$ cat config.mk
export PLATFORM = sky130hd
export DESIGN_NAME = seg7_msg_sequencer
export DESIGN_NICKNAME = d
export VERILOG_FILES = /design/src/rtl/seg7_pkg.sv /design/src/rtl/seg7_glyph_decoder.sv /design/src/rtl/seg7_msg_sequencer.sv
export SDC_FILE = /design/constraint.sdc
export NUM_CORES = 1
export LEC_CHECK = 0
export BUFFER_PORTS_ARGS = -buffer_cell sky130_fd_sc_hd__buf_4
export CORE_MARGIN = 5
export CORE_UTILIZATION = 40
export CTS_CLUSTER_DIAMETER = 80
export DETAILED_ROUTE_END_ITERATION = 8
export HOLD_SLACK_MARGIN = 0.08
export PLACE_DENSITY = 0.62
export SETUP_SLACK_MARGIN = 0.1
export SYNTH_ARGS = -nofsm -noshare
export SYNTH_HDL_FRONTEND = slang
export SYNTH_HIERARCHICAL = 1
export SYNTH_SLANG_ARGS = --single-unit
$ cat constraint.sdc
create_clock -name clk_2 -period 2.4 [get_ports clk_2]
set_clock_uncertainty 0.15 [all_clocks]
set_input_delay 0.12 -clock clk_2 [delete_from_list [all_inputs] [get_ports clk_2]]
set_output_delay 0.12 -clock clk_2 [all_outputs]
set_load 0.02 [all_outputs]
$ cat src/rtl/seg7_pkg.sv
// Shared types, glyph codes and message ROM for the 7-segment message sequencer.
package seg7_pkg;

  localparam int unsigned GLYPH_W    = 6;
  localparam int unsigned MSG_SLOTS  = 8;
  localparam int unsigned MSG_COUNT  = 4;
  localparam int unsigned SLOT_W     = $clog2(MSG_SLOTS);
  localparam int unsigned SLOT_IDX_W = SLOT_W + 1;

  typedef logic [GLYPH_W-1:0] glyph_t;

  typedef enum logic [1:0] {
    ST_IDLE,
    ST_SHOW,
    ST_GAP,
    ST_PAUSED
  } seq_state_e;

  localparam glyph_t G_BLANK = 6'd63;
  localparam glyph_t G_A     = 6'd16;
  localparam glyph_t G_E     = 6'd21;
  localparam glyph_t G_F     = 6'd22;
  localparam glyph_t G_H_LO  = 6'd25;
  localparam glyph_t G_I     = 6'd27;
  localparam glyph_t G_L     = 6'd29;
  localparam glyph_t G_O     = 6'd31;
  localparam glyph_t G_P     = 6'd33;
  localparam glyph_t G_S     = 6'd36;

  // Messages are terminated by the first blank slot or by the last slot.
  localparam glyph_t MSG_ROM [MSG_COUNT][MSG_SLOTS] = '{
    '{G_H_LO, G_E, G_L, G_L, G_O, G_BLANK, G_BLANK, G_BLANK},
    '{6'd0, 6'd1, 6'd2, 6'd3, 6'd4, 6'd5, 6'd6, 6'd7},
    '{G_P, G_A, G_S, G_S, G_BLANK, G_BLANK, G_BLANK, G_BLANK},
    '{G_F, G_A, G_I, G_L, G_BLANK, G_BLANK, G_BLANK, G_BLANK}
  };

  function automatic glyph_t rom_glyph(input logic [1:0] sel,
                                       input logic [SLOT_IDX_W-1:0] slot);
    if (slot >= SLOT_IDX_W'(MSG_SLOTS)) return G_BLANK;
    return MSG_ROM[sel][slot[SLOT_W-1:0]];
  endfunction

endpackage

$ cat src/rtl/seg7_glyph_decoder.sv
// Glyph code to 7-segment pattern, bit order g..a, 1 = segment lit.
module seg7_glyph_decoder
  import seg7_pkg::*;
(
  input  glyph_t     code,
  output logic [6:0] seg_c
);

  always_comb begin
    seg_c = 7'h00;
    case (code)
      6'd0:  seg_c = 7'h3F;
      6'd1:  seg_c = 7'h06;
      6'd2:  seg_c = 7'h5B;
      6'd3:  seg_c = 7'h4F;
      6'd4:  seg_c = 7'h66;
      6'd5:  seg_c = 7'h6D;
      6'd6:  seg_c = 7'h7D;
      6'd7:  seg_c = 7'h07;
      6'd8:  seg_c = 7'h7F;
      6'd9:  seg_c = 7'h6F;
      6'd10: seg_c = 7'h77;
      6'd11: seg_c = 7'h7C;
      6'd12: seg_c = 7'h39;
      6'd13: seg_c = 7'h5E;
      6'd14: seg_c = 7'h79;
      6'd15: seg_c = 7'h71;
      // Letters and symbols: A b C c d E F G H h i I J L n O o P q r S t U u y -
      6'd16: seg_c = 7'h77;
      6'd17: seg_c = 7'h7C;
      6'd18: seg_c = 7'h39;
      6'd19: seg_c = 7'h58;
      6'd20: seg_c = 7'h5E;
      6'd21: seg_c = 7'h79;
      6'd22: seg_c = 7'h71;
      6'd23: seg_c = 7'h3D;
      6'd24: seg_c = 7'h76;
      6'd25: seg_c = 7'h74;
      6'd26: seg_c = 7'h04;
      6'd27: seg_c = 7'h30;
      6'd28: seg_c = 7'h1E;
      6'd29: seg_c = 7'h38;
      6'd30: seg_c = 7'h54;
      6'd31: seg_c = 7'h3F;
      6'd32: seg_c = 7'h5C;
      6'd33: seg_c = 7'h73;
      6'd34: seg_c = 7'h67;
      6'd35: seg_c = 7'h50;
      6'd36: seg_c = 7'h6D;
      6'd37: seg_c = 7'h78;
      6'd38: seg_c = 7'h3E;
      6'd39: seg_c = 7'h1C;
      6'd40: seg_c = 7'h6E;
      6'd41: seg_c = 7'h40;
      default: seg_c = 7'h00;
    endcase
  end

endmodule

$ cat src/rtl/seg7_msg_sequencer.sv
// Plays a stored message one glyph at a time with hold/blank timing, pause and single-step.
module seg7_msg_sequencer
  import seg7_pkg::*;
#(
  parameter int unsigned MSG_LEN     = MSG_SLOTS,
  parameter int unsigned HOLD_TICKS  = 4,
  parameter int unsigned BLANK_TICKS = 1
) (
  input  logic                       clk_2,
  input  logic                       reset_n,
  input  logic                       start,
  input  logic                       pause,
  input  logic                       step,
  input  logic [1:0]                 msg_sel,
  output logic [7:0]                 SEG,
  output logic [GLYPH_W-1:0]         code,
  output logic [$clog2(MSG_LEN)-1:0] index,
  output logic                       busy,
  output logic                       done
);

  localparam int unsigned IW      = $clog2(MSG_LEN);
  localparam int unsigned CNT_MAX = (HOLD_TICKS > BLANK_TICKS) ? HOLD_TICKS : BLANK_TICKS;
  localparam int unsigned CW      = $clog2(CNT_MAX + 1);

  localparam logic [CW-1:0] HOLD_LAST  = CW'(HOLD_TICKS - 1);
  localparam logic [CW-1:0] HOLD_FULL  = CW'(HOLD_TICKS);
  localparam logic [CW-1:0] BLANK_LAST = (BLANK_TICKS > 0) ? CW'(BLANK_TICKS - 1) : '0;
  localparam logic [CW-1:0] BLANK_FULL = CW'(BLANK_TICKS);

  seq_state_e      state_q, state_d;
  seq_state_e      ret_q, ret_d;
  logic [CW-1:0]   cnt_q, cnt_d;
  logic [IW-1:0]   index_q, index_d;
  glyph_t          code_q, code_d;
  logic [1:0]      sel_q, sel_d;
  logic            done_q, done_d;
  logic            busy_q, dp_q;
  logic            step_q;

  logic            step_rise_c;
  logic [IW:0]     next_slot_c;
  logic            last_c;
  glyph_t          next_glyph_c;
  glyph_t          first_glyph_c;
  logic            do_expire_c;
  logic            do_adv_c;
  logic            adv_paused_c;
  logic [6:0]      seg_c;

  seg7_glyph_decoder u_decoder (
    .code  (code_q),
    .seg_c (seg_c)
  );

  // State, counters and registered outputs.
  always_ff @(posedge clk_2 or negedge reset_n) begin
    if (!reset_n) begin
      state_q <= ST_IDLE;
      ret_q   <= ST_SHOW;
      cnt_q   <= '0;
      index_q <= '0;
      code_q  <= G_BLANK;
      sel_q   <= '0;
      done_q  <= 1'b0;
      busy_q  <= 1'b0;
      dp_q    <= 1'b0;
      step_q  <= 1'b0;
    end else begin
      state_q <= state_d;
      ret_q   <= ret_d;
      cnt_q   <= cnt_d;
      index_q <= index_d;
      code_q  <= code_d;
      sel_q   <= sel_d;
      done_q  <= done_d;
      busy_q  <= (state_d != ST_IDLE);
      dp_q    <= (state_d == ST_PAUSED);
      step_q  <= step;
    end
  end

  // Next-state logic; a pause entry counts its own cycle so resume continues the remaining count.
  always_comb begin
    state_d       = state_q;
    ret_d         = ret_q;
    cnt_d         = cnt_q;
    index_d       = index_q;
    code_d        = code_q;
    sel_d         = sel_q;
    done_d        = 1'b0;
    do_expire_c   = 1'b0;
    do_adv_c      = 1'b0;
    adv_paused_c  = 1'b0;
    step_rise_c   = step & ~step_q;
    next_slot_c   = {1'b0, index_q} + (IW + 1)'(1);
    next_glyph_c  = rom_glyph(sel_q, SLOT_IDX_W'(next_slot_c));
    first_glyph_c = rom_glyph(msg_sel, '0);
    last_c        = (index_q == IW'(MSG_LEN - 1)) || (next_glyph_c == G_BLANK);

    unique case (state_q)
      ST_IDLE: begin
        if (start) begin
          sel_d   = msg_sel;
          index_d = '0;
          cnt_d   = '0;
          if (first_glyph_c == G_BLANK) begin
            done_d = 1'b1;
            code_d = G_BLANK;
          end else begin
            code_d  = first_glyph_c;
            state_d = ST_SHOW;
          end
        end
      end
      ST_SHOW: begin
        if (pause) begin
          state_d = ST_PAUSED;
          ret_d   = ST_SHOW;
          cnt_d   = cnt_q + CW'(1);
        end else if (cnt_q >= HOLD_LAST) begin
          do_expire_c = 1'b1;
        end else begin
          cnt_d = cnt_q + CW'(1);
        end
      end
      ST_GAP: begin
        if (pause) begin
          state_d = ST_PAUSED;
          ret_d   = ST_GAP;
          cnt_d   = cnt_q + CW'(1);
        end else if (cnt_q >= BLANK_LAST) begin
          do_adv_c = 1'b1;
        end else begin
          cnt_d = cnt_q + CW'(1);
        end
      end
      ST_PAUSED: begin
        if (!pause) begin
          if (ret_q == ST_SHOW && cnt_q >= HOLD_FULL) begin
            do_expire_c = 1'b1;
          end else if (ret_q == ST_GAP && cnt_q >= BLANK_FULL) begin
            do_adv_c = 1'b1;
          end else begin
            state_d = ret_q;
          end
        end else if (step_rise_c) begin
          do_adv_c     = 1'b1;
          adv_paused_c = 1'b1;
        end
      end
    endcase

    if (do_expire_c) begin
      if (BLANK_TICKS > 0) begin
        state_d = ST_GAP;
        code_d  = G_BLANK;
        cnt_d   = '0;
      end else begin
        do_adv_c = 1'b1;
      end
    end

    // A stepped advance stays paused at the start of the next glyph.
    if (do_adv_c) begin
      cnt_d = '0;
      if (last_c) begin
        state_d = ST_IDLE;
        done_d  = 1'b1;
        code_d  = G_BLANK;
        index_d = '0;
      end else begin
        index_d = next_slot_c[IW-1:0];
        code_d  = next_glyph_c;
        ret_d   = ST_SHOW;
        state_d = adv_paused_c ? ST_PAUSED : ST_SHOW;
      end
    end
  end

  assign SEG   = {dp_q, seg_c};
  assign code  = code_q;
  assign index = index_q;
  assign busy  = busy_q;
  assign done  = done_q;

endmodule

==> metrics.md, run 1 <==
| Metric | Value |
|---|---|
| Outcome | `finished, final reports clean` |
| Hold Fails Final Rpt | `0` |
| Drt first-iter violations | `56` |
| Detailed-route vias per instance | `5.59` |
| Primary flip-flop cell chosen by synthesis mapping | `sky130_fd_sc_hd__dfrtp_1` |
| Core footprint | `5540 um^2` |
| Number of pins with negative max-slew slack in the final report | `0` |
| Total non-filler cell area in the finished layout | `2930 um^2` |
| Post-route setup TNS | `0 ns` |
| WP data required | `roughly 2.1 ns` |
| Number of nets with antenna violations after detailed routing | `0` |
| Routed wirelength normalized by instance count | `roughly 15 um` |
| Area share of and/or/nand/nor cells after synthesis | `21.1%` |
| Register clock-pin slew on the reported worst setup and hold paths | `roughly 0.090 ns` |
| Crit path max fanout | `5` |
| Slack of the worst reg-to-reg path | `0.17 ns` |
| Fin crit period | `2.33 ns` |
| Global route total overflow | `0` |
| Achievable clock frequency | `0.430 GHz` |
| Element type at the critical path end | `primary output` |
| Fraction of synthesized cell area in xor and xnor cells | `0%` |
| Total vias in the final route | `2,108` |
| Cell taking the most area after synthesis | `sky130_fd_sc_hd__dfrtp_1` |
| Register area share after synthesis | `24.3%` |
| Maximum Capacitance Violations | `0` |
| Worst VDD drop | `0.733 mV` |
| Worst r2r dst | `ret_q[1]` |
| Detailed placement HPWL | `~4.2 mm` |
| Most common cell after layout, fill and taps aside | `sky130_fd_sc_hd__buf_4` |
| Cell at the root of the clock tree | `sky130_fd_sc_hd__clkbuf_8` |
| Distinct cell type count of the synthesized netlist | `65` |
| Yosys top cell area share | `16.3%` |
| Number of I/O pins | `26` |
| Buffer depth of the longest clock path | `2` |
| Cells on worst reg2reg path | `10` |
| Num CTS Buffers | `3` |
| Commonest cells after routing, fill and taps aside | `41 x sky130_fd_sc_hd__buf_4, 20 x sky130_fd_sc_hd__nand2_1, 19 x sky130_fd_sc_hd__ha_1` |
| Mux share of post-synthesis cell area | `approximately 5.9%` |
| Post-Route WL | `~5.6 mm` |
| Worst hold-check path type | `in2async` |
| Area after DPL | `2650 um^2` |
| Antenna violations before repair | `0` |
| Drt first pass iters | `4` |
| Largest family of logic cells by synthesized area | `compound AO/OA/AOI/OAI gates` |
| Setup repair after global routing missed its margin | `true` |
| Global-route wire length before repair | `9.24 mm` |
| Total of warnings raised by yosys | `6` |
| Site row count | `27` |
| Hold_ws | `0.111 ns` |
| Port-buffer cells | `25` |
| Critical path start-end classification | `reg2out` |
| Die Wd | `85.8 um` |
| Kind of start point of the critical path | `flip-flop` |
| TritonCTS clock tree | `done` |
| CTS HTree Levels | `1` |
| Nets | `338` |
| Vias in the first global route | `2,002` |
| Arithmetic-cell share of the synthesized area counting full adders, half adders and majority gates | `13.6%` |
| CTS sink cnt | `22` |
| Maximum number of pins on one net before global-route repair | `23` |
| Crit path to | `SEG[3]` |
| Most area-consuming cells after synthesis | `sky130_fd_sc_hd__dfrtp_1 16%, sky130_fd_sc_hd__ha_1 14%, sky130_fd_sc_hd__dfstp_2 8.0%` |
| Leakage power total | `1.27 nW` |
| PwrDens | `1580 nW/um^2` |
| Fraction of layout cells with a size suffix above 1 | `about a third` |
| GRT Util Overall | `approximately 15%` |
| Latest clock arrival within the worst-skew pair | `~0.27 ns` |
| Average cell area after synthesis | `8.65 um^2` |
| Worst slew margin | `74.6%` |
| Post-synth EDFFs | `0` |
| Share of synthesized flip-flops with an asynchronous set or reset | `100%` |
| Crit Reg-Reg Startpoint | `index[0]` |
| Compound-cell area share of the yosys netlist | `28.9%` |
| Worst-Margin Slew | `0.380 ns` |
| Die footprint | `7370 um^2` |
| Last weighted congestion value of the routability-driven placer | `0.858` |
| Crit path from | `code[0]` |
| Die H | `85.8 um` |
| Mapped cell area | `around 2300 um^2` |
| Number of cells produced by synthesis | `266` |
| Data arrival at the endpoint of the critical path | `about 2.1 ns` |
| Post-route fraction of the period consumed by the critical path | `96.9%` |
| Diode count | `0` |
| Number of register bits inferred by synthesis | `22` |
| Synth Net Count | `298` |
| Starting density of the core | `41.5%` |
| DRC Markers | `0` |
| Synth-to-Final Area Change | `27.3%` |
| Final setup violation count | `0` |
[through the flow]
step                      utilization [%]  std cells  setup slack, ns  power (mW)
after floorplan                         -        266            0.100        2.97
after global placement               47.7        365            0.113        3.90
after detailed placement             47.7        365           0.0408        3.90
after CTS                            50.7        375           0.0538        4.37
after global routing                 52.8        377           0.0289        4.98
final                                52.8        377           0.0739        4.62
[routing by layer]
| metal | GRT usage [%] | up-vias | share of wire [%] |
|---|---|---|---|
| li1 | - | 1058 | - |
| met1 | 21.5 | 999 | 49 |
| met2 | 24.6 | 44 | 47 |
| met3 | 1.34 | 7 | 3.4 |
| met4 | 3.17 | 0 | 1.0 |
| met5 | 0 | - | 0 |
[critical path, cell delays in order (launching register included)]
cell and delay [ns]:
sky130_fd_sc_hd__dfstp_2 0.57, sky130_fd_sc_hd__inv_4 0.05, sky130_fd_sc_hd__ha_4 0.28, sky130_fd_sc_hd__inv_2 0.03
sky130_fd_sc_hd__mux4_2 0.46, sky130_fd_sc_hd__o32ai_2 0.21, sky130_fd_sc_hd__buf_4 0.18
[synth_stat cells, drive strengths merged (2+ instances only)]
master / count
o22ai: 3
a21oi: 16
nand2b: 10
a211oi: 5
or3: 2
buf: 10
clkbuf: 3
nor2b: 11
nor4: 2
nor2: 12
mux2i: 2
and2: 3
a21o: 6
ha: 25
o211ai: 5
o32ai: 3
a32oi: 2
nor3: 4
a22o: 2
mux4: 3
o21ai: 24
a311oi: 4
a21boi: 2
and3b: 2
a31oi: 4
dfrtp: 15
mux2: 4
nor3b: 3
nand2: 21
dfstp: 7
inv: 19
o311ai: 2
o211a: 2
nand3: 7
nand3b: 2
[how the worst min path moves through the flow]
stage	startpoint	end
3_3_place_gp	reset_n	cnt_q[2]
4_1_cts	start	index[0]
5_1_grt	reset_n	ret_q[1]
2_1_floorplan	reset_n	busy
6_report	reset_n	index[0]
3_5_place_dp	reset_n	cnt_q[2]
[kinds of logic after synthesis]
family                     Yosys count
AOI/OAI and AO/OA                   93
adders and majority gates           25
buffers and inverters               32
DFF                                 22
muxes                                9
and+or+nand+nor                     85
[area by class of cell]
| type | count | area, um^2 |
|---|---|---|
| fill | 542 | 2610 |
| multi-input combinational | 212 | 1740 |
| sequential | 22 | 567 |
| timing repair buffer | 48 | 380 |
| tap | 72 | 90.1 |
| inverter | 19 | 76.3 |
| clock buffer | 3 | 41.3 |
| clock inverter | 1 | 30.0 |
[flip-flops by register name (all words and copies together) (netlist names)]
signal and cells:
done 1, cnt_q 3, index 3, sel_q 2, state_q 2, ret_q 2
busy 1, step_q 1, dp_q 1, code 6
[power by group]
part	internal, mW	switching [mW]
clock	0.223	0.137
sequential	0.589	0.270
combinational	1.60	1.80
total	2.41	2.21
[timing repair]
action | 4_1_cts | 5_1_grt
endpoints found under the hold margin | 26 | 0
hold buffers | 5 | 0
resized for setup | 8 | 28
setup buffers | 1 | 2
endpoints found under the setup margin | 13 | 25
pin swaps | 3 | 8
cloned | 0 | 0
Note: power is estimated with default switching activity, not from simulation.
==> run 2, diff against run 1 <==
Settings changed: GPL_TIMING_DRIVEN set to 0.
==> run 2 against run 1 <==
  * Total power up 2.0%
  * Cell count up 1.6%
  * Clock-buffer cell count unchanged
  * Combinational power up 5%
  * Clock power down 2%
  * Largest power group unchanged
  * Critical path depth up 3
  * Fmax down 1.5%
  * Critical path type is now reg2reg
  * Die area unchanged
  * Non-clock buffer count up 6
==> metrics.md, run 2 (synthesis gave the netlist of run 1 again) <==
| Metric | Value |
|---|---|
| PwrDens | `1580 nW/um^2 (about the same)` |
| Data arrival at the endpoint of the critical path | `2.37 ns (was 2.06 ns)` |
| Detailed-route vias per instance | `5.73 (was 5.59)` |
| Post-placement cell count | `362 (was 365)` |
| Slowest cell delay on critical path | `0.44 ns (was 0.57 ns)` |
| Detailed placement HPWL | `4.28 mm (was 4.24 mm)` |
| Latest clock arrival within the worst-skew pair | `0.27 ns (about the same)` |
| Die Wd | `85.8 um (unchanged)` |
| Vias in the first global route | `2,061 (was 2,002)` |
| CTS HTree Levels | `1 (unchanged)` |
| Slack of the worst reg-to-reg path | `0.04 ns (was 0.17 ns)` |
| Last weighted congestion value of the routability-driven placer | `0.883 (was 0.858)` |
| Family with the most delay on the worst path | `compound AO/OA/AOI/OAI gates (was flip-flops)` |
| Hold Fails Final Rpt | `0 (unchanged)` |
| Starting density of the core | `41.5% (unchanged)` |
| Cells on worst reg2reg path | `9 (was 10)` |
| Worst hold path endpoint | `ret_q[0]` |
| Outcome | `finished, final reports clean (unchanged)` |
| Port-buffer cells | `24 (was 25)` |
| Post-Route WL | `6.08 mm (was 5.64 mm)` |
| Worst slew margin | `70.2% (was 74.6%)` |
| Worst Path Buf+Inv | `2 (was 3)` |
| Setup repair after global routing missed its margin | `true (unchanged)` |
| Crit Reg-Reg Startpoint | `index[0] (unchanged)` |
| CTS sink cnt | `22 (unchanged)` |
| Drt first pass iters | `4 (unchanged)` |
| Leakage power total | `1.29 nW (was 1.27 nW)` |
| Fraction of layout cells with a size suffix above 1 | `34.1% (was 32.5%)` |
| Maximum number of pins on one net before global-route repair | `23 (unchanged)` |
| Num CTS Buffers | `3 (unchanged)` |
| Worst hold-check path type | `in2reg (was in2async)` |
| Synth-to-Final Area Change | `29.3% (was 27.3%)` |
| Worst r2r dst | `done (was ret_q[1])` |
| Crit path from | `index[0] (was code[0])` |
| Critical path start-end classification | `reg2reg (was reg2out)` |
| TritonCTS clock tree | `done (unchanged)` |
| Worst-Margin Slew | `0.447 ns (was 0.380 ns)` |
| Hold Path Depth | `3` |
| Final setup violation count | `0 (unchanged)` |
| Commonest cells after routing, fill and taps aside | `37 x sky130_fd_sc_hd__buf_4, 21 x sky130_fd_sc_hd__nand2_1, 17 x sky130_fd_sc_hd__o21ai_0 (was 41 x sky130_fd_sc_hd__buf_4, 20 x sky130_fd_sc_hd__nand2_1, 19 x sky130_fd_sc_hd__ha_1)` |
| Global route total overflow | `0 (unchanged)` |
| Buffer depth of the longest clock path | `2 (unchanged)` |
| Crit path max fanout | `4 (was 5)` |
| GRT Util Overall | `16.2% (was 15.0%)` |
| Die H | `85.8 um (unchanged)` |
| Global-route wire length before repair | `9.87 mm (was 9.24 mm)` |
| Number of nets with antenna violations after detailed routing | `0 (unchanged)` |
| Core footprint | `5540 um^2 (unchanged)` |
| Routed wirelength normalized by instance count | `15.9 um (was 15.0 um)` |
| Maximum Capacitance Violations | `0 (unchanged)` |
| Kind of start point of the critical path | `flip-flop (unchanged)` |
| Antenna violations before repair | `0 (unchanged)` |
| Element type at the critical path end | `flip-flop (was primary output)` |
| Cell at the root of the clock tree | `sky130_fd_sc_hd__clkbuf_8 (unchanged)` |
| Register clock-pin slew on the reported worst setup and hold paths | `0.09 ns (about the same)` |
| Nets | `344 (was 338)` |
| Drt first-iter violations | `116 (was 56)` |
| Diode count | `0 (unchanged)` |
| DRC Markers | `0 (unchanged)` |
| Achievable clock frequency | `0.424 GHz (was 0.430 GHz)` |
| Crit-path most repeated cell | `sky130_fd_sc_hd__ha_4` |
| Worst VDD drop | `0.779 mV (was 0.733 mV)` |
| List of cells traversed by the critical path | `ha_4 > ha_4 > buf_6 > a222oi_1 > buf_4 > a221oi_4 > o211ai_1 > nand2b_1 > o2bb2ai_1 (was inv_4 > ha_4 > inv_2 > mux4_2 > o32ai_2 > buf_4)` |
| WP data required | `2.41 ns (was 2.13 ns)` |
| Fill cells | `550 (was 542)` |
| Slowest stage cell on the critical path | `sky130_fd_sc_hd__dfrtp_2 (was sky130_fd_sc_hd__dfstp_2)` |
| Fin crit period | `2.36 ns (was 2.33 ns)` |
| Die footprint | `7370 um^2 (unchanged)` |
| Site row count | `27 (unchanged)` |
| Max FFs per register | `6 (unchanged)` |
| Count of placed standard cells in the final layout, fillers left out | `383 (was 377)` |
| Post-route fraction of the period consumed by the critical path | `98.4% (was 96.9%)` |
| Most common cell after layout, fill and taps aside | `sky130_fd_sc_hd__buf_4 (unchanged)` |
| Hold_ws | `0.0993 ns (was 0.111 ns)` |
| Total vias in the final route | `2,195 (was 2,108)` |
| Startpoint of the worst hold path | `pause` |
| Number of pins with negative max-slew slack in the final report | `0 (unchanged)` |
| Number of I/O pins | `26 (unchanged)` |
run 2: cell types whose count changed in the layout (fill, tap and decap cells not counted), sizes merged:
cell | previous run | this run
dlygate4sd3 | 5 | 4
buf | 43 | 45
clkbuf | 3 | 8
run 2: power breakdown:
part	total (mW)	internal, mW	switching [mW]
clock network	0.352	0.223	0.129
logic	3.56	1.63	1.93
registers	0.803	0.583	0.220
total	4.71	2.44	2.28
run 2: worst reg2reg max path, stage by stage (launching register included):
cell and delay (ns):
sky130_fd_sc_hd__dfrtp_2 0.44, sky130_fd_sc_hd__ha_4 0.17, sky130_fd_sc_hd__ha_4 0.22, sky130_fd_sc_hd__buf_6 0.12, sky130_fd_sc_hd__a222oi_1 0.35, sky130_fd_sc_hd__buf_4 0.20
sky130_fd_sc_hd__a221oi_4 0.07, sky130_fd_sc_hd__o211ai_1 0.24, sky130_fd_sc_hd__nand2b_1 0.14, sky130_fd_sc_hd__o2bb2ai_1 0.14
run 2: cell type report:
cell class | instances | area, um^2 | area share, %
Clock buffer | 3 | 41.3 | 1.39
Sequential cell | 22 | 564 | 19.0
Buffer | 13 | 81.3 | 2.73
Inverter | 19 | 76.3 | 2.57
Clock inverter | 1 | 30.0 | 1.01
Timing Repair Buffer | 41 | 338 | 11.4
Tap cell | 72 | 90.1 | 3.03
Multi-Input combinational cell | 212 | 1750 | 58.9
run 2: worst max path at each step:
stage,cells past startpoint,to,slack (ns)
3_3_place_gp,8,ret_q[0],-0.06
3_5_place_dp,8,ret_q[1],-0.07
4_1_cts,6,SEG[3],0.04
6_report,9,done,0.04
5_1_grt,9,done,-0.05
2_1_floorplan,8,done,0.10
run 2: timing repair:
item	in CTS	in global routing
hold buffers	4	0
endpoints found under the setup margin	21	26
endpoints found under the hold margin	25	0
gates resized for setup	14	27
pin swaps	11	10
setup buffers	8	5
run 2: metrics by stage:
stage | utilization (%) | power [mW] | worst slack [ns] | setup TNS, ns | cell area (um^2)
2_1_floorplan | - | 2.97 | 0.100 | 0 | 2330
3_3_place_gp | 46.9 | 3.80 | -0.0636 | -0.303 | 2600
3_5_place_dp | 46.9 | 3.81 | -0.0737 | -0.326 | 2600
4_1_cts | 51.4 | 4.45 | 0.0437 | 0 | 2850
5_1_grt | 53.7 | 5.05 | -0.0454 | -0.183 | 2970
6_report | 53.7 | 4.71 | 0.0391 | 0 | 2970
run 2: layer usage:
| metal | vias to the layer above | share of wire (%) | GRT usage [%] |
|---|---|---|---|
| li1 | 1075 | - | - |
| met2 | 67 | 48 | 27.5 |
| met3 | 5 | 5.4 | 2.02 |
| met1 | 1048 | 46 | 22.4 |
| met4 | 0 | 0.79 | 3.02 |
| met5 | - | 0 | 0 |
==> run 3, diff against run 2 <==
Settings changed: RECOVER_POWER set to 25.
==> run 3 against run 2 <==
  * Total power about the same
  * Utilization decreased by 0.068 points
  * Largest cell class unchanged
  * Highest routed layer unchanged
  * Non-clock buffer count unchanged
  * Setup slack about the same
  * Global-route usage unchanged
  * Register-to-register slack about the same
  * Via count about the same
  * Critical endpoint unchanged
  * First-iteration DRC count decreased by 4.3%
  * Critical path type unchanged
  * Combinational power about the same
  * Design area decreased by 0.13%
==> metrics.md, run 3 (synthesis gave the netlist of run 1 again) <==
| Metric | Value |
|---|---|
| Outcome | `finished, final reports clean (unchanged)` |
| List of cells traversed by the critical path | `ha_4 > ha_4 > buf_6 > a222oi_1 > buf_4 > a221oi_4 > o211ai_1 > nand2b_1 > o2bb2ai_1 (unchanged)` |
| Critical path start-end classification | `reg2reg (unchanged)` |
| Worst hold path endpoint | `ret_q[0] (unchanged)` |
| Startpoint of the worst hold path | `pause (unchanged)` |
| Family with the most delay on the worst path | `compound AO/OA/AOI/OAI gates (unchanged)` |
| Worst slew margin | `20.5% (was 70.2%)` |
| Worst-Margin Slew | `1.19 ns (was 0.447 ns)` |
| Port-buffer cells | `24 (unchanged)` |
| Share of power burned in combinational logic | `75.5% (about the same)` |
| Buffer depth of the longest clock path | `2 (unchanged)` |
| Internal power contribution | `2.44 mW (about the same)` |
| WP data required | `2.41 ns (about the same)` |
| Worst VDD drop | `0.779 mV (unchanged)` |
| Latest clock arrival within the worst-skew pair | `0.27 ns (about the same)` |
| Fin crit period | `2.36 ns (about the same)` |
| Global route total overflow | `0 (unchanged)` |
| Leakage power total | `1.28 nW (was 1.29 nW)` |
| Drt first pass iters | `4 (unchanged)` |
| Diode count | `0 (unchanged)` |
| Vias in the first global route | `2,061 (unchanged)` |
| Element type at the critical path end | `flip-flop (unchanged)` |
| Part of the total power dissipated in the clock network | `7.5% (about the same)` |
| Maximum Capacitance Violations | `0 (unchanged)` |
| Slack of the worst reg-to-reg path | `0.04 ns (about the same)` |
| CTS sink cnt | `22 (unchanged)` |
| Fraction of layout cells with a size suffix above 1 | `33.8% (was 34.1%)` |
| Global-route wire length before repair | `9.87 mm (unchanged)` |
| Crit-path most repeated cell | `sky130_fd_sc_hd__ha_4 (unchanged)` |
| Slowest stage cell on the critical path | `sky130_fd_sc_hd__dfrtp_2 (unchanged)` |
| Number of pins with negative max-slew slack in the final report | `0 (unchanged)` |
| Post-placement cell count | `362 (unchanged)` |
| Worst r2r dst | `done (unchanged)` |
| Crit Reg-Reg Startpoint | `index[0] (unchanged)` |
| TritonCTS clock tree | `done (unchanged)` |
| Fill cells | `552 (was 550)` |
| Total vias in the final route | `2,194 (was 2,195)` |
| Post-route fraction of the period consumed by the critical path | `98.4% (about the same)` |
| Hold Path Depth | `3 (unchanged)` |
| CTS HTree Levels | `1 (unchanged)` |
| DRC Markers | `0 (unchanged)` |
| Share of total power in sequential cells | `17.0% (about the same)` |
| Core footprint | `5540 um^2 (unchanged)` |
| Most common cell after layout, fill and taps aside | `sky130_fd_sc_hd__buf_4 (unchanged)` |
| Number of I/O pins | `26 (unchanged)` |
| Sw Share | `48.3% (about the same)` |
| Worst Path Buf+Inv | `2 (unchanged)` |
| Slowest cell delay on critical path | `0.44 ns (about the same)` |
| Starting density of the core | `41.5% (unchanged)` |
| Last weighted congestion value of the routability-driven placer | `0.883 (unchanged)` |
| Register clock-pin slew on the reported worst setup and hold paths | `0.09 ns (about the same)` |
| Num CTS Buffers | `3 (unchanged)` |
| Nets | `344 (unchanged)` |
| Hold_ws | `0.0993 ns (about the same)` |
| Cell at the root of the clock tree | `sky130_fd_sc_hd__clkbuf_8 (unchanged)` |
| Net Sw Power | `2.28 mW (about the same)` |
| Antenna violations before repair | `0 (unchanged)` |
| GRT Util Overall | `16.2% (unchanged)` |
| Detailed-route vias per instance | `5.73 (about the same)` |
| Achievable clock frequency | `0.424 GHz (about the same)` |
| Drt first-iter violations | `111 (was 116)` |
| Final setup violation count | `0 (unchanged)` |
| PwrDens | `1590 nW/um^2 (was 1580 nW/um^2)` |
| Site row count | `27 (unchanged)` |
| Data arrival at the endpoint of the critical path | `2.37 ns (about the same)` |
| Hold Fails Final Rpt | `0 (unchanged)` |
| Die Wd | `85.8 um (unchanged)` |
| Kind of start point of the critical path | `flip-flop (unchanged)` |
| Die H | `85.8 um (unchanged)` |
| Synth-to-Final Area Change | `29.2% (was 29.3%)` |
| Cells on worst reg2reg path | `9 (unchanged)` |
| Detailed placement HPWL | `4.28 mm (unchanged)` |
| Count of placed standard cells in the final layout, fillers left out | `383 (unchanged)` |
| Commonest cells after routing, fill and taps aside | `36 x sky130_fd_sc_hd__buf_4, 21 x sky130_fd_sc_hd__nand2_1, 17 x sky130_fd_sc_hd__o21ai_0 (was 37 x sky130_fd_sc_hd__buf_4, 21 x sky130_fd_sc_hd__nand2_1, 17 x sky130_fd_sc_hd__o21ai_0)` |
| Crit path max fanout | `4 (unchanged)` |
| Maximum number of pins on one net before global-route repair | `23 (unchanged)` |
| Die footprint | `7370 um^2 (unchanged)` |
| Worst hold-check path type | `in2reg (unchanged)` |
| Setup repair after global routing missed its margin | `true (unchanged)` |
| Max FFs per register | `6 (unchanged)` |
| Routed wirelength normalized by instance count | `15.9 um (about the same)` |
| Post-Route WL | `6.08 mm (about the same)` |
| Number of nets with antenna violations after detailed routing | `0 (unchanged)` |
## run 3: cell count changes in the layout (fill, tap and decap cells not counted), sizes merged
cell,previous run,this run
clkbuf,8,9
buf,45,44
## run 3: repair_timing
action / in CTS / in global routing
hold buffers: 4 / 0
endpoints found under the setup margin: 21 / 26
endpoints found under the hold margin: 25 / 0
resized for setup: 14 / 27
pin swaps: 11 / 10
setup buffers: 8 / 5
## run 3: final cells by class
class / instances / area (um^2) / share of cell area (%)
Clock buffer: 3 / 41.3 / 1.39
Multi-Input combinational cell: 212 / 1750 / 59.0
Clock inverter: 1 / 30.0 / 1.01
Buffer: 13 / 81.3 / 2.74
Inverter: 19 / 76.3 / 2.57
Timing Repair Buffer: 41 / 334 / 11.2
Sequential cell: 22 / 564 / 19.0
Tap cell: 72 / 90.1 / 3.03
## run 3: how the worst max path moves through the flow
stage	start	to	slack, ns	depth (start not counted)
3_5_place_dp	index[0]	ret_q[1]	-0.07	8
5_1_grt	index[0]	done	-0.05	9
4_1_cts	code[0]	SEG[3]	0.04	6
3_3_place_gp	index[0]	ret_q[0]	-0.06	8
2_1_floorplan	index[0]	done	0.10	8
6_report	index[0]	done	0.04	9
## run 3: stage by stage
stage	total power [mW]	setup TNS, ns	instance area (um^2)	setup WS [ns]	util, %
2_1_floorplan	2.97	0	2330	0.100	-
3_3_place_gp	3.80	-0.303	2600	-0.0636	46.9
3_5_place_dp	3.81	-0.326	2600	-0.0737	46.9
4_1_cts	4.45	0	2850	0.0437	51.4
5_1_grt	5.05	-0.183	2970	-0.0454	53.6
6_report	4.71	0	2970	0.0391	53.6
## run 3: routing by layer
| layer | up-vias | wire (um) | share of wire [%] | global-route usage, % |
|---|---|---|---|---|
| li1 | 1076 | - | - | - |
| met1 | 1046 | 2760 | 45 | 22.4 |
| met2 | 67 | 2940 | 48 | 27.5 |
| met3 | 5 | 328 | 5.4 | 2.02 |
| met4 | 0 | 48 | 0.79 | 3.02 |
| met5 | - | 0 | 0 | 0 |
## run 3: power groups by stage
stage                     Sequential, mW  Clock (mW)  Combinational [mW]
after floorplan                    0.871           0                2.10
final                              0.803       0.352                3.56
after global placement             0.854           0                2.95
after CTS                          0.793       0.362                3.29
after global routing               0.832       0.377                3.84
after detailed placement           0.853           0                2.96
## run 3: worst register-to-register path, cell delays in order, from the launching register on
cell                        delay, ns
sky130_fd_sc_hd__dfrtp_2         0.44
sky130_fd_sc_hd__ha_4            0.17
sky130_fd_sc_hd__ha_4            0.22
sky130_fd_sc_hd__buf_6           0.12
sky130_fd_sc_hd__a222oi_1        0.35
sky130_fd_sc_hd__buf_4           0.20
sky130_fd_sc_hd__a221oi_4        0.07
sky130_fd_sc_hd__o211ai_1        0.24
sky130_fd_sc_hd__nand2b_1        0.14
sky130_fd_sc_hd__o2bb2ai_1       0.14
